### config.mk
export PLATFORM = sky130hd
export DESIGN_NAME = cum_hist_percentile
export DESIGN_NICKNAME = d
export VERILOG_FILES = /design/src/rtl/cum_hist_percentile.sv
export SDC_FILE = /design/constraint.sdc
export NUM_CORES = 1
export LEC_CHECK = 0
export BUFFER_PORTS_ARGS = -buffer_cell sky130_fd_sc_hd__buf_4
export CAP_MARGIN = 30
export CORE_MARGIN = 1
export CORE_UTILIZATION = 52
export DETAILED_ROUTE_END_ITERATION = 8
export GPL_TIMING_DRIVEN = 0
export PLACE_DENSITY = 0.77
export SLEW_MARGIN = 20
export SYNTH_ARGS = -nofsm -noshare
export SYNTH_HDL_FRONTEND = slang
export SYNTH_SLANG_ARGS = --single-unit
### constraint.sdc
create_clock -name iClk -period 3.9 [get_ports iClk]
set_input_delay 0.78 -clock iClk [delete_from_list [all_inputs] [get_ports iClk]]
set_output_delay 0.78 -clock iClk [all_outputs]
set_load 0.05 [all_outputs]
### src/rtl/cum_hist_percentile.sv
// Cumulative histogram builder with percentile threshold search.
// Streams N = 2^BIN_BITS source bins out of a synchronous-read RAM, writes
// the saturating running sum to a cumulative RAM, finds the first bins whose
// cumulative count reaches the low/high targets, and tracks the largest bin.
// Optional feature macro: CUMHIST_CLEAR_EN -- when defined, each source bin
// is cleared through oClrWE/oAddrClr in the same cycle as its cumulative write.
//
// Handshake: iStart is a level sampled only in IDLE; one sample launches one
// scan. oBusy is high from PRIME through DONE, oDone pulses for one cycle when
// the result registers update. The cumulative RAM takes a write on every
// cycle oWE is high; there is no back-pressure.
module cum_hist_percentile #(
   parameter int BIN_BITS  = 8,
   parameter int WORD_SIZE = 20
) (
   input  logic                 iClk,
   input  logic                 iRst_n,
   input  logic                 iStart,
   input  logic [WORD_SIZE-1:0] iPctLo,
   input  logic [WORD_SIZE-1:0] iPctHi,
   output logic [BIN_BITS-1:0]  oAddrInHist,
   input  logic [WORD_SIZE-1:0] iQInHist,
   output logic                 oWE,
   output logic [BIN_BITS-1:0]  oAddrOutCumH,
   output logic [WORD_SIZE-1:0] oDataOutCumH,
   output logic                 oClrWE,
   output logic [BIN_BITS-1:0]  oAddrClr,
   output logic [BIN_BITS-1:0]  oThreshLo,
   output logic [BIN_BITS-1:0]  oThreshHi,
   output logic [WORD_SIZE-1:0] oMaxValue,
   output logic [BIN_BITS-1:0]  oMaxBin,
   output logic [WORD_SIZE-1:0] oTotal,
   output logic                 oBusy,
   output logic                 oDone,
   output logic [1:0]           oDbgState
);

   typedef enum logic [1:0] {
      IDLE  = 2'd0,
      PRIME = 2'd1,
      SCAN  = 2'd2,
      DONE  = 2'd3
   } state_t;

   localparam logic [BIN_BITS-1:0]  LAST_BIN = '1;
   localparam logic [WORD_SIZE-1:0] SAT_MAX  = '1;

   state_t                 state_q;
   logic [BIN_BITS-1:0]    addr_q;
   logic [BIN_BITS-1:0]    k_q;
   logic [WORD_SIZE-1:0]   acc_q;
   logic [WORD_SIZE-1:0]   pct_lo_q;
   logic [WORD_SIZE-1:0]   pct_hi_q;
   logic                   found_lo_q;
   logic                   found_hi_q;
   logic [BIN_BITS-1:0]    th_lo_q;
   logic [BIN_BITS-1:0]    th_hi_q;
   logic [WORD_SIZE-1:0]   max_val_q;
   logic [BIN_BITS-1:0]    max_bin_q;

   logic                   we_q;
   logic [BIN_BITS-1:0]    wa_q;
   logic [WORD_SIZE-1:0]   wd_q;
   logic [BIN_BITS-1:0]    res_lo_q;
   logic [BIN_BITS-1:0]    res_hi_q;
   logic [WORD_SIZE-1:0]   res_max_q;
   logic [BIN_BITS-1:0]    res_mbin_q;
   logic [WORD_SIZE-1:0]   res_tot_q;
   logic                   busy_q;
   logic                   done_q;

   logic [WORD_SIZE:0]     sum_w;
   logic [WORD_SIZE-1:0]   acc_d;
   logic                   hit_lo_d;
   logic                   hit_hi_d;
   logic                   max_upd_d;

   // Saturating accumulate of the current bin plus first-hit and new-max detection.
   always_comb begin
      sum_w     = {1'b0, acc_q} + {1'b0, iQInHist};
      acc_d     = sum_w[WORD_SIZE] ? SAT_MAX : sum_w[WORD_SIZE-1:0];
      hit_lo_d  = !found_lo_q && (acc_d >= pct_lo_q);
      hit_hi_d  = !found_hi_q && (acc_d >= pct_hi_q);
      max_upd_d = (iQInHist > max_val_q);
   end

   // Scan FSM with all datapath registers and registered outputs.
   always_ff @(posedge iClk or negedge iRst_n) begin
      if (!iRst_n) begin
         state_q    <= IDLE;
         addr_q     <= '0;
         k_q        <= '0;
         acc_q      <= '0;
         pct_lo_q   <= '0;
         pct_hi_q   <= '0;
         found_lo_q <= 1'b0;
         found_hi_q <= 1'b0;
         th_lo_q    <= '0;
         th_hi_q    <= '0;
         max_val_q  <= '0;
         max_bin_q  <= '0;
         we_q       <= 1'b0;
         wa_q       <= '0;
         wd_q       <= '0;
         res_lo_q   <= '0;
         res_hi_q   <= '0;
         res_max_q  <= '0;
         res_mbin_q <= '0;
         res_tot_q  <= '0;
         busy_q     <= 1'b0;
         done_q     <= 1'b0;
      end else begin
         we_q   <= 1'b0;
         done_q <= 1'b0;
         case (state_q)
            IDLE: begin
               if (iStart) begin
                  state_q    <= PRIME;
                  addr_q     <= '0;
                  pct_lo_q   <= iPctLo;
                  pct_hi_q   <= iPctHi;
                  acc_q      <= '0;
                  found_lo_q <= 1'b0;
                  found_hi_q <= 1'b0;
                  th_lo_q    <= '0;
                  th_hi_q    <= '0;
                  max_val_q  <= '0;
                  max_bin_q  <= '0;
                  busy_q     <= 1'b1;
               end
            end
            PRIME: begin
               // Bin 0 data arrives next cycle; address 1 is already in flight.
               addr_q  <= addr_q + 1'b1;
               k_q     <= '0;
               state_q <= SCAN;
            end
            SCAN: begin
               addr_q <= addr_q + 1'b1;
               k_q    <= k_q + 1'b1;
               acc_q  <= acc_d;
               we_q   <= 1'b1;
               wa_q   <= k_q;
               wd_q   <= acc_d;
               if (hit_lo_d) begin
                  found_lo_q <= 1'b1;
                  th_lo_q    <= k_q;
               end
               if (hit_hi_d) begin
                  found_hi_q <= 1'b1;
                  th_hi_q    <= k_q;
               end
               if (max_upd_d) begin
                  max_val_q <= iQInHist;
                  max_bin_q <= k_q;
               end
               if (k_q == LAST_BIN) begin
                  state_q <= DONE;
               end
            end
            DONE: begin
               // Unreached targets fall back to the last bin.
               res_lo_q   <= found_lo_q ? th_lo_q : LAST_BIN;
               res_hi_q   <= found_hi_q ? th_hi_q : LAST_BIN;
               res_max_q  <= max_val_q;
               res_mbin_q <= max_bin_q;
               res_tot_q  <= acc_q;
               done_q     <= 1'b1;
               busy_q     <= 1'b0;
               state_q    <= IDLE;
            end
            default: state_q <= IDLE;
         endcase
      end
   end

`ifdef CUMHIST_CLEAR_EN
   logic                clr_we_q;
   logic [BIN_BITS-1:0] clr_addr_q;

   // Clear the source bin alongside its cumulative write, ready for the next frame.
   always_ff @(posedge iClk or negedge iRst_n) begin
      if (!iRst_n) begin
         clr_we_q   <= 1'b0;
         clr_addr_q <= '0;
      end else begin
         clr_we_q <= (state_q == SCAN);
         if (state_q == SCAN) begin
            clr_addr_q <= k_q;
         end
      end
   end

   assign oClrWE   = clr_we_q;
   assign oAddrClr = clr_addr_q;
`else
   assign oClrWE   = 1'b0;
   assign oAddrClr = '0;
`endif

   assign oAddrInHist  = addr_q;
   assign oWE          = we_q;
   assign oAddrOutCumH = wa_q;
   assign oDataOutCumH = wd_q;
   assign oThreshLo    = res_lo_q;
   assign oThreshHi    = res_hi_q;
   assign oMaxValue    = res_max_q;
   assign oMaxBin      = res_mbin_q;
   assign oTotal       = res_tot_q;
   assign oBusy        = busy_q;
   assign oDone        = done_q;
   assign oDbgState    = state_q;

endmodule

# Word-level counts from Yosys, hierarchy flattened
# Cells that the tools add are included.
# classes
add_sub_neg	3
magnitude_cmp	3
n_eq_ne	9
n_mux	28
n_reduce_logical	18
# op_table
operator	count
$pmux W20 S2	2
$pmux W8 S2	5
$mux W20	3
$mux W8	6
$ge A20 B20 Y1	2
$add A20 B20 Y21	1
$gt A20 B20 Y1	1
$add A8 B1 Y8 const B	2
$ne A2 B2 Y1 const B	5
$reduce_and A2 Y1	5
$reduce_and A3 Y1	3
$eq A8 B8 Y1 const B	1
$pmux W2 S4	1
$reduce_bool A2 Y1	4
$mux W1	6
$pmux W1 S2	3
$eq A2 B2 Y1 const B	2
$mux W2	2
$eq A2 B1 Y1 const B	1
$logic_and A1 B1 Y1	2
$logic_not A1 Y1	2
$logic_not A2 Y1	1
$reduce_or A2 Y1	1
# totals
reg_bits	219
inputBits	63
output_inout_bits	114
elab_cells	83

# Logic depth before layout (Yosys ltp)
# logic_depth
word_depth	6
mapped_depth	19
mapped_depth_nobuf	17

# Worst setup path before layout
# OpenSTA, ideal clock, no wires.
# synth_path
path_kind	in2reg
start	input iQInHist[0]
end	register th_lo_q[6]
setup_time_ns	0.127
arrival_ns	4.454
t_required_ns	3.773
path_slack_ns	-0.680
path_stages	19
path_buffers	2
cell_sequence	ha_1 -> fa_1 -> a211oi_1 -> or3_4 -> a21oi_2 -> nor2_2 -> a21oi_2 -> buf_4 -> nor2_1 -> inv_1 -> ha_1 -> and3_1 -> a221o_1 -> a221o_1 -> a21oi_1 -> and2_1 -> buf_4 -> mux2i_1 -> nand3_1
# synth_via
elab_chain_cells	6
# synth_rtl
item	line_no	source
start: declaration	22	input logic [WORD_SIZE-1:0] iQInHist,
$add A20 B20 Y21	80	sum_w = {1'b0, acc_q} + {1'b0, iQInHist};
$mux W20	81	acc_d = sum_w[WORD_SIZE] ? SAT_MAX : sum_w[WORD_SIZE-1:0];
named net acc_d[13]	73	logic [WORD_SIZE-1:0] acc_d;
$ge A20 B20 Y1	82	hit_lo_d = !found_lo_q && (acc_d >= pct_lo_q);
$logic_and A1 B1 Y1	82	
$ne A2 B2 Y1 (no source line)	-	
$reduce_and A3 Y1 (no source line)	-	
end signal: assignment	147	th_lo_q <= k_q;
end: declaration	56	logic [BIN_BITS-1:0] th_lo_q;
# The timed path passes the listed nets, and every way through them passes these cells.
# A chain may end at the register's enable or synchronous reset.

# Final worst setup path
# layout_path
start	register acc_q[0]
end	register th_lo_q[6]
# layout_via
elab_chain_cells	6
# layout_rtl
item	line_no	source
start: declaration	51	logic [WORD_SIZE-1:0] acc_q;
start signal: assignment	93	acc_q <= '0;
start signal: assignment	122	acc_q <= '0;
start signal: assignment	141	acc_q <= acc_d;
$add A20 B20 Y21	80	
$mux W20	81	
named net acc_d[14]	73	
$ge A20 B20 Y1	82	
$logic_and A1 B1 Y1	82	
$ne A2 B2 Y1 (no source line)	-	
$reduce_and A3 Y1 (no source line)	-	
# The timed path passes the listed nets, and every way through them passes these cells.

==> impl_metrics.py <==
metrics = {
    "sta": {
        "final_max_slew_viol_count": 0,
        "fin_tns_setup_ns": -3.85,
        "fin_worst_skew_ns": 0.0278,
        "finalCriticalPeriod_ns": 4.18,
        "setup_violations": 17,
        "period_share": 1.07,
        "rsz0062_at_grt": "true",
        "setup_slack_ns": -0.280,
        "fmax_mhz": 239,
        "relSlewSlack": 0.492,
        "worst_pin_slew_ns": 0.762,
        "hold_ws_ns": 0.164,
        "finalHoldViolCount": 0,
    },
    "clock_tree": {
        "cts_tree": "built",
        "cts-htree-levels": 1,
        "cts_buffers": 23,
        "clk_latency_ns": 0.53,
        "numClockSinks": 219,
        "clk_pin_slew_ns": 0.07,
        "clockRootBuffer": "clkbuf_16",
        "cts_max_path_buffers": 3,
        "hold_buffers": 0,
    },
    "critical_path": {
        "slowest_delay_ns": 0.41,
        "crit_type": "reg -> reg",
        "cp-start-kind": "flip-flop",
        "crit_start": "acc_q[0]",
        "r2r_slack_ns": -0.28,
        "required_ns": 4.31,
        "critPathSlowestCell": "dfrtp_1",
        "reg2reg_from": "acc_q[0]",
        "crit_chain": "ha_4 > fa_2 > a211oi_4 > or3_4 > a21boi_4 > a31oi_1 > xor2_1 > nand2_2 > ha_4 > and3_4 > a221o_1 > a221o_1 > a21oi_4 > and2_4 > buf_6 > mux2i_1 > nand3_1",
        "cp_max_fo": 8,
        "ff2ff_path_depth": 17,
        "arrival_ns": 4.59,
        "crit_path_end_kind": "flip-flop",
    },
    "logic_synthesis": {
        "synth-warning-count": 0,
        "synth_area_leaders": "dfrtp_1, ha_1, mux2_2",
        "syn_inst": 1135,
        "synth-edff-count": 0,
        "yosysMostFrequentCell": "dfrtp_1",
        "syn_area_sq_um": 11400,
        "synth_seq_cells": 219,
        "yosysTopAreaCell": "dfrtp_1",
        "synth_top_area_frac": 0.481,
        "synth_common_cells": "dfrtp_1, nand2_1, inv_1",
        "yosysSeqAreaShare": 0.481,
        "syn_avg_cell_area_sq_um": 10.0,
        "async_flop_share": 1.00,
        "netlist-cell-type-count": 68,
        "synth_flop_cell": "dfrtp_1",
    },
    "detailed_routing": {
        "drc": 0,
        "num_vias": 9303,
        "detail-route-antenna-nets": 0,
        "drt_iter0_drc": 640,
        "vias_per_cell": 5.61,
        "routed_wl_um": 30100,
        "dr.pass1.iters": 5,
        "wl_per_cell_um": 18.2,
    },
    "finish": {
        "syn_to_final_growth_pct": 28.7,
        "drive_gt1_frac": 0.279,
        "nFillCells": 1611,
        "n_antenna_cell": 0,
        "fin_nets": 1516,
        "post-route-util": 0.691,
    },
    "power": {
        "power_density_nw_per_um2": 653,
        "p_leak_nw": 7.33,
        "p_total_w": 0.00958,
        "peakVddDrop_v": 0.000542,
    },
    "global_route": {
        "grt_pass1_vias": 9246,
        "antenna_found_initial": 0,
        "grt_usage": 0.274,
        "grt_overflow_total": 0,
        "grt_pass1_wl_um": 48300,
        "grt_start_max_net_pins": 91,
    },
    "run": {
        "maxCapViolCount": 0,
    },
    "worst_hold_path": {
        "holdCritPathClass": "in -> async",
    },
    "place": {
        "dp_hpwl_um": 21600,
        "portBuffers": 166,
        "finalWeightedCongestion": 0.904,
        "post-place-ws_ns": -0.962,
    },
    "floorplan": {
        "rows": 53,
        "die_y_um": 150,
        "coreArea_sq_um": 21200,
        "io_pins": 177,
        "initial_utilization": 0.537,
        "dieArea_sq_um": 22500,
        "die_w_um": 150,
    },
    "status": {
        "violations": "negative setup slack",
        "run_status": "finished, violations left",
    },
}
-- report_power, final --
part	switching (W)	internal, W	leakage (nW)	total, W
Combinational	0.00251	0.00181	4.34	0.00432
Sequential	0.000281	0.00264	2.60	0.00293
Clock	0.000903	0.00143	0.391	0.00233
Total	0.00369	0.00588	7.33	0.00958
-- layer usage --
metal,vias to the layer above,global-route usage,part of all wire
li1,4381,-,-
met1,4544,0.383,0.44
met2,321,0.443,0.47
met3,57,0.0454,0.067
met4,0,0.0697,0.021
met5,-,0,0
-- cell usage in the layout (no fill, tap or decap), types with 4 or more instances in the layout --
master	Yosys	routed
dfrtp_1	219	219
buf_4	14	201
nand2_1	124	123
inv_1	106	103
o21ai_0	100	94
ha_1	86	71
a21oi_1	62	57
nor2_1	64	57
mux2_2	53	53
clkbuf_1	36	39
mux2i_1	32	32
nand3_1	32	24
clkbuf_16	0	23
a21o_1	22	22
o21ai_1	12	16
o22a_1	15	15
ha_4	0	15
buf_6	0	12
xnor2_1	11	11
xor2_1	10	10
nor2b_1	10	10
nand4_1	9	9
conb_1	1	9
o21a_1	7	7
nand3_2	0	7
a22oi_2	0	7
or4_1	6	6
buf_1	5	5
a21oi_4	0	4
nor2_4	0	4
and3_4	0	4
and2_1	5	4
nor2_2	1	4
o22ai_1	4	4
nand2b_1	4	4
a221o_1	4	4
clkbuf_8	0	4
bufinv_16	0	4
-- what timing repair did --
action                                  CTS  global route
endpoints found under the setup margin   18            18
pin swaps                                29            22
resized for setup                        45            28
setup buffers                            27             6
-- through the flow --
stage / instance area [sq um] / cells
after floorplan: 11600 / 1143
after global placement: 13200 / 1584
after detailed placement: 13200 / 1586
after CTS: 14500 / 1652
after global routing: 14700 / 1657
final: 14700 / 1657
-- cell families after synthesis --
logic type | share of synthesized area
simple gates | 0.115
compound gates | 0.151
flops | 0.481
buf+inv | 0.0599
fa+ha+maj | 0.0962
mux | 0.0805
xor+xnor | 0.0161
other cells | 0.000329
-- flip-flops by register name, summed over array words and instances, names as in the netlist, 2 cells and up --
register	count
acc_q	20
k_q	8
max_bin_q	8
max_val_q	20
oAddrInHist	8
oAddrOutCumH	8
oDataOutCumH	20
oDbgState	2
oMaxBin	8
oMaxValue	20
oThreshHi	8
oThreshLo	8
oTotal	20
pct_hi_q	20
pct_lo_q	20
th_hi_q	8
th_lo_q	8
-- critical path, delay by kind of cell, from the launching register on --
family / cells / cell delay, ns
xor gates and xnor gates: 1 / 0.24
AOI/OAI and AO/OA: 6 / 1.43
buffers and inverters: 1 / 0.12
and+or+nand+nor: 5 / 0.83
adders and majority gates: 3 / 0.82
muxes: 1 / 0.19
DFF: 1 / 0.41
-- final timing paths --
check | to
max | th_lo_q[6]
min | oMaxBin[3]
max reg2reg | th_lo_q[6]
min reg2reg | th_lo_q[6]
max in group asynchronous | pct_hi_q[8]
min in group iClk | pct_lo_q[2]
-- layout make-up --
class	count	area [sq um]	share of cell area
timing repair buffer	201	1590	0.108
clock buffer	32	649	0.0443
inverter	106	398	0.0271
sequential	219	5480	0.374
clock inverter	9	151	0.0103
tap	275	344	0.0235
buffer	57	285	0.0195
multi-input combinational	758	5760	0.393
No activity file was read; power rests on OpenSTA's default activity.
